`src/rtl/mult8x8_seq_sched.sv`:
```
// Two-requester 8x8 unsigned multiplier that time-shares one combinational 4x4 core.
// Round-robin grant in IDLE, four partial products accumulated over four MUL cycles.

module mult_2x2 (
  input  logic [1:0] a,
  input  logic [1:0] b,
  output logic [3:0] y
);
  logic p00, p10, p01, p11, c1;

  always_comb begin
    p00  = a[0] & b[0];
    p10  = a[1] & b[0];
    p01  = a[0] & b[1];
    p11  = a[1] & b[1];
    c1   = p10 & p01;
    y[0] = p00;
    y[1] = p10 ^ p01;
    y[2] = p11 ^ c1;
    y[3] = p11 & c1;
  end
endmodule

module mult_4x4 (
  input  logic [3:0] a,
  input  logic [3:0] b,
  output logic [7:0] y
);
  logic [3:0] y_ll, y_hl, y_lh, y_hh;

  mult_2x2 u_ll (.a(a[1:0]), .b(b[1:0]), .y(y_ll));
  mult_2x2 u_hl (.a(a[3:2]), .b(b[1:0]), .y(y_hl));
  mult_2x2 u_lh (.a(a[1:0]), .b(b[3:2]), .y(y_lh));
  mult_2x2 u_hh (.a(a[3:2]), .b(b[3:2]), .y(y_hh));

  always_comb begin
    y = {4'h0, y_ll}
      + {2'b00, y_hl, 2'b00}
      + {2'b00, y_lh, 2'b00}
      + {y_hh, 4'h0};
  end
endmodule

// state | meaning
// IDLE  | arbitrating, readies may assert
// MUL   | issuing partial product `step` (0..3) to the shared core
// DONE  | holding res_y/res_id until res_ready
module mult8x8_seq_sched (
  input  logic        clk,
  input  logic        rst_n,
  input  logic        req0_valid,
  input  logic [7:0]  req0_a,
  input  logic [7:0]  req0_b,
  output logic        req0_ready,
  input  logic        req1_valid,
  input  logic [7:0]  req1_a,
  input  logic [7:0]  req1_b,
  output logic        req1_ready,
  output logic        res_valid,
  input  logic        res_ready,
  output logic [15:0] res_y,
  output logic        res_id
);
  typedef enum logic [1:0] {
    S_IDLE = 2'd0,
    S_MUL  = 2'd1,
    S_DONE = 2'd2
  } state_t;

  state_t      state, state_nxt;
  logic [1:0]  step;
  logic [15:0] acc;
  logic [7:0]  a_q, b_q;
  logic        id_q;
  logic        last_id;
  logic [15:0] res_y_q;
  logic        res_id_q;

  logic        grant0, grant1;
  logic        accept0, accept1;
  logic [3:0]  core_a, core_b;
  logic [7:0]  core_y;
  logic [15:0] term;
  logic [15:0] acc_nxt;

  mult_4x4 u_core (.a(core_a), .b(core_b), .y(core_y));

  // Ties go to whoever did not win last time.
  always_comb begin
    grant0     = req0_valid & (~req1_valid | last_id);
    grant1     = req1_valid & (~req0_valid | ~last_id);
    req0_ready = rst_n & (state == S_IDLE) & grant0;
    req1_ready = rst_n & (state == S_IDLE) & grant1;
    accept0    = req0_valid & req0_ready;
    accept1    = req1_valid & req1_ready;
  end

  always_comb begin
    core_a = a_q[3:0];
    core_b = b_q[3:0];
    term   = {8'h00, core_y};
    case (step)
      2'd0: begin
        core_a = a_q[3:0];
        core_b = b_q[3:0];
        term   = {8'h00, core_y};
      end
      2'd1: begin
        core_a = a_q[7:4];
        core_b = b_q[3:0];
        term   = {4'h0, core_y, 4'h0};
      end
      2'd2: begin
        core_a = a_q[3:0];
        core_b = b_q[7:4];
        term   = {4'h0, core_y, 4'h0};
      end
      default: begin
        core_a = a_q[7:4];
        core_b = b_q[7:4];
        term   = {core_y, 8'h00};
      end
    endcase
    acc_nxt = acc + term;
  end

  always_comb begin
    state_nxt = state;
    case (state)
      S_IDLE: if (accept0 | accept1) state_nxt = S_MUL;
      S_MUL:  if (step == 2'd3) state_nxt = S_DONE;
      S_DONE: if (res_ready) state_nxt = S_IDLE;
      default: state_nxt = S_IDLE;
    endcase
  end

  always_ff @(posedge clk) begin
    if (!rst_n) begin
      state    <= S_IDLE;
      step     <= 2'd0;
      acc      <= 16'h0000;
      a_q      <= 8'h00;
      b_q      <= 8'h00;
      id_q     <= 1'b0;
      last_id  <= 1'b1;
      res_y_q  <= 16'h0000;
      res_id_q <= 1'b0;
    end else begin
      state <= state_nxt;
      case (state)
        S_IDLE: begin
          if (accept0) begin
            a_q     <= req0_a;
            b_q     <= req0_b;
            id_q    <= 1'b0;
            last_id <= 1'b0;
            acc     <= 16'h0000;
            step    <= 2'd0;
          end else if (accept1) begin
            a_q     <= req1_a;
            b_q     <= req1_b;
            id_q    <= 1'b1;
            last_id <= 1'b1;
            acc     <= 16'h0000;
            step    <= 2'd0;
          end
        end
        S_MUL: begin
          acc  <= acc_nxt;
          step <= step + 2'd1;
          if (step == 2'd3) begin
            res_y_q  <= acc_nxt;
            res_id_q <= id_q;
          end
        end
        default: ;
      endcase
    end
  end

  always_comb begin
    res_valid = (state == S_DONE);
    res_y     = res_y_q;
    res_id    = res_id_q;
  end
endmodule
```
`config.mk`:
```
export PLATFORM = sky130hd
export DESIGN_NAME = mult8x8_seq_sched
export DESIGN_NICKNAME = d
export VERILOG_FILES = /design/src/rtl/mult8x8_seq_sched.sv
export SDC_FILE = /design/constraint.sdc
export NUM_CORES = 1
export LEC_CHECK = 0
export BUFFER_PORTS_ARGS = -buffer_cell sky130_fd_sc_hd__buf_2
export CAP_MARGIN = 10
export CORE_MARGIN = 2
export CORE_UTILIZATION = 54
export CTS_BUF_LIST = sky130_fd_sc_hd__clkbuf_8
export DETAILED_ROUTE_END_ITERATION = 10
export PLACE_DENSITY = 0.79
export SYNTH_ARGS = -nofsm -noshare
export SYNTH_HDL_FRONTEND = slang
export SYNTH_SLANG_ARGS = --single-unit
```
`constraint.sdc`:
```
create_clock -name clk -period 5.93 [get_ports clk]
set_input_delay 1.779 -clock clk [delete_from_list [all_inputs] [get_ports clk]]
set_output_delay 1.779 -clock clk [all_outputs]
set_load 0.03 [all_outputs]
```
==> results.toml <==
[run_status]
status = "finished clean"

[logic_synthesis]
ys.flop_type = "dfxtp_1"
synth_area_mm2 = 0.00374
synth_edf_count = 0
syn-num-nets = 554
yosysUniqueCellTypes = 50
yosysWarnings = 0
synth.top_cells.by_area = "dfxtp_1 29%, ha_1 12%, nand2_1 7.5%, nor2_1 5.5%, a311oi_1 3.7%"
async_flop_share_pct = 0
ys_ff_latch = 55
yosysTopAreaCell = "dfxtp_1"
postSynthCellCount = 476
synth_top_area_share_pct = 29.4
avgSynthCellArea_um2 = 7.87
ys_seq_area_share_pct = 29.4

[worst_setup_path]
critPathCaptureType = "register"
r2r_slack_ns = 0.22
arrival_ns = 5.98
max_stage_delay_ns = 0.47
cp_top_family = "adder cells"
cp.required_ns = 6.20
worstSetupPathType = "register to register"
critPathBufInv = 5
worstSetupStartpointType = "register"
crit_fanout = 5
slowest_stage = "fa_1"

[global_routing]
grt_pass1_vias = 3379
grt_max_degree = 35
grtUsageTotal_pct = 25.6
antenna_found_initial = 0
grt_overflow = 0
grt_pass1_wl_um = 15600

[placement]
placedCellCount = 607
gp_congestion = 0.934
hpwlAfterDp_um = 7020
port_buffers = 56
postPlaceCellArea_mm2 = 0.00416

[final_layout]
utilization_pct = 64.9
final_common_cell = "nand2_1"
final_cells = 621
syn_to_final_growth_pct = 17.2
most-common-layout-cells = "74 x nand2_1, 56 x buf_2, 53 x dfxtp_1"
final_area_mm2 = 0.00439
drive_gt1_share_pct = 20.3
nets = 618
fill_cells = 595
n_antenna_cell = 0

[run]
max-cap-violations = 0

[clock_network]
cts_tree = "done"
ctsHtreeMaxLevel = 2
clock_sinks = 55
cts_root_buf = "clkbuf_8"
clk_latency_ns = 0.32
clkTransAtPathRegs_ns = 0.11
postCtsHoldBufs = 0
cts_max_path_buffers = 2
cts_inserted_buffers = 5

[sta]
worstMarginPinSlew_ns = 0.839
layout_min_cycle_time_ns = 5.71
slew_headroom_pct = 44.0
fin_skew_ns = 0.0116
hold_viol_final = 0
fin_crit_sh_pct = 96.3
setup_violations = 0
fmax_mhz = 175
slew_viol_final = 0

[pwr]
p_leak_nw = 1.92
seq_power_share_pct = 47.8
p_sw_share_pct = 28.6
finalPower_mw = 0.825
irDropWorstVdd_mv = 0.170
p_comb_share_pct = 19.7
clkPwrFrac_pct = 32.5
p_int_mw = 0.589
powerDensity_mw_per_mm2 = 188
p_switching_mw = 0.236

[route]
wl_per_cell_um = 15.4
dr_total_vias = 3702
viasPerCell = 5.96
first_iter_violations = 260
drc = 0
dr.pass1.iters = 5
drtAntennaViolNets = 0
drt_wl_total_um = 9550

[floorplanning]
pin_count = 57
die_y_um = 87.3
core-area_mm2 = 0.00676
die_w_um = 87.3
start_util_pct = 55.4
fp.dieArea_mm2 = 0.00762
num_rows = 30

[worst_hold_path]
hold_path_class = "register to register"
==> synthesized netlist by cell type (11+ instances only) <==
master,instances
xnor2_1,11
o21ai_0,19
clkbuf_1,13
nor2_1,55
nand2_1,75
inv_1,23
ha_1,36
a311oi_1,16
nor2b_1,14
dfxtp_1,55
nand3_1,16
a22oi_1,11
a21oi_1,21
and2_1,11
==> final timing paths <==
path | depth (start not counted) | startpoint | endpoint
setup / recovery | 29 | step[1] | res_y[11]
hold reg to reg | 2 | res_y[6] | res_y[6]
hold / removal | 2 | res_y[6] | res_y[6]
setup reg to reg | 29 | step[1] | res_y[11]
==> logic make-up after synthesis <==
family | synth area share, %
muxes | 2.41
adders and majority gates | 14.7
buffers and inverters | 4.61
AOI/OAI and AO/OA | 21.4
and+or+nand+nor | 24.5
xor gates and xnor gates | 3.04
DFF | 29.4
==> routing by layer <==
metal	share of wire, %	vias to the layer above	routed length, um	GRT usage (%)
li1	-	1807	-	-
met1	45	1733	4260	34.6
met2	47	137	4530	41.7
met3	5.7	25	548	4.36
met4	2.2	0	210	8.11
met5	0	-	0	0
==> area by class of cell <==
| class | instances | area, um^2 | area share, % |
|---|---|---|---|
| Multi-Input combinational cell | 377 | 2530 | 57.8 |
| Timing Repair Buffer | 77 | 442 | 10.1 |
| Clock inverter | 2 | 35.0 | 0.798 |
| Tap cell | 80 | 100 | 2.28 |
| Inverter | 24 | 90.1 | 2.05 |
| Sequential cell | 55 | 1100 | 25.1 |
| Clock buffer | 6 | 82.6 | 1.88 |
==> power by group through the flow <==
stage,Combinational [mW],Sequential [mW],Clock [mW]
final,0.162,0.395,0.268
after global routing,0.178,0.397,0.285
after CTS,0.156,0.394,0.270
after detailed placement,0.151,0.402,0
after global placement,0.146,0.402,0
after floorplan,0.0995,0.399,0
==> through the flow <==
step / setup WS (ns) / hold WS [ns] / TNS [ns]
after floorplan: 0.197 / 0.432 / 0
after global placement: 0.182 / 0.442 / 0
after detailed placement: -0.0562 / 0.445 / -0.0882
after CTS: 0.0270 / 0.459 / 0
after global routing: -0.0402 / 0.481 / -0.0996
final: 0.221 / 0.457 / 0
==> sequential cells by signal (all words and copies together), names as in the netlist <==
signal / cells
last_id: 1
res_id: 1
id_q: 1
res_y: 16
state: 2
b_q: 8
acc: 16
a_q: 8
step: 2
==> worst min-delay path: stages (launching register included) <==
cell     delay, ns
dfxtp_1       0.32
nand2_1       0.05
a21oi_1       0.05
==> what timing repair did <==
action	CTS	global route
pin swaps	2	7
buffers inserted	2	4
gates resized for setup	5	16
setup endpoints to repair	2	17
Note: power is estimated with default switching activity, not from simulation.
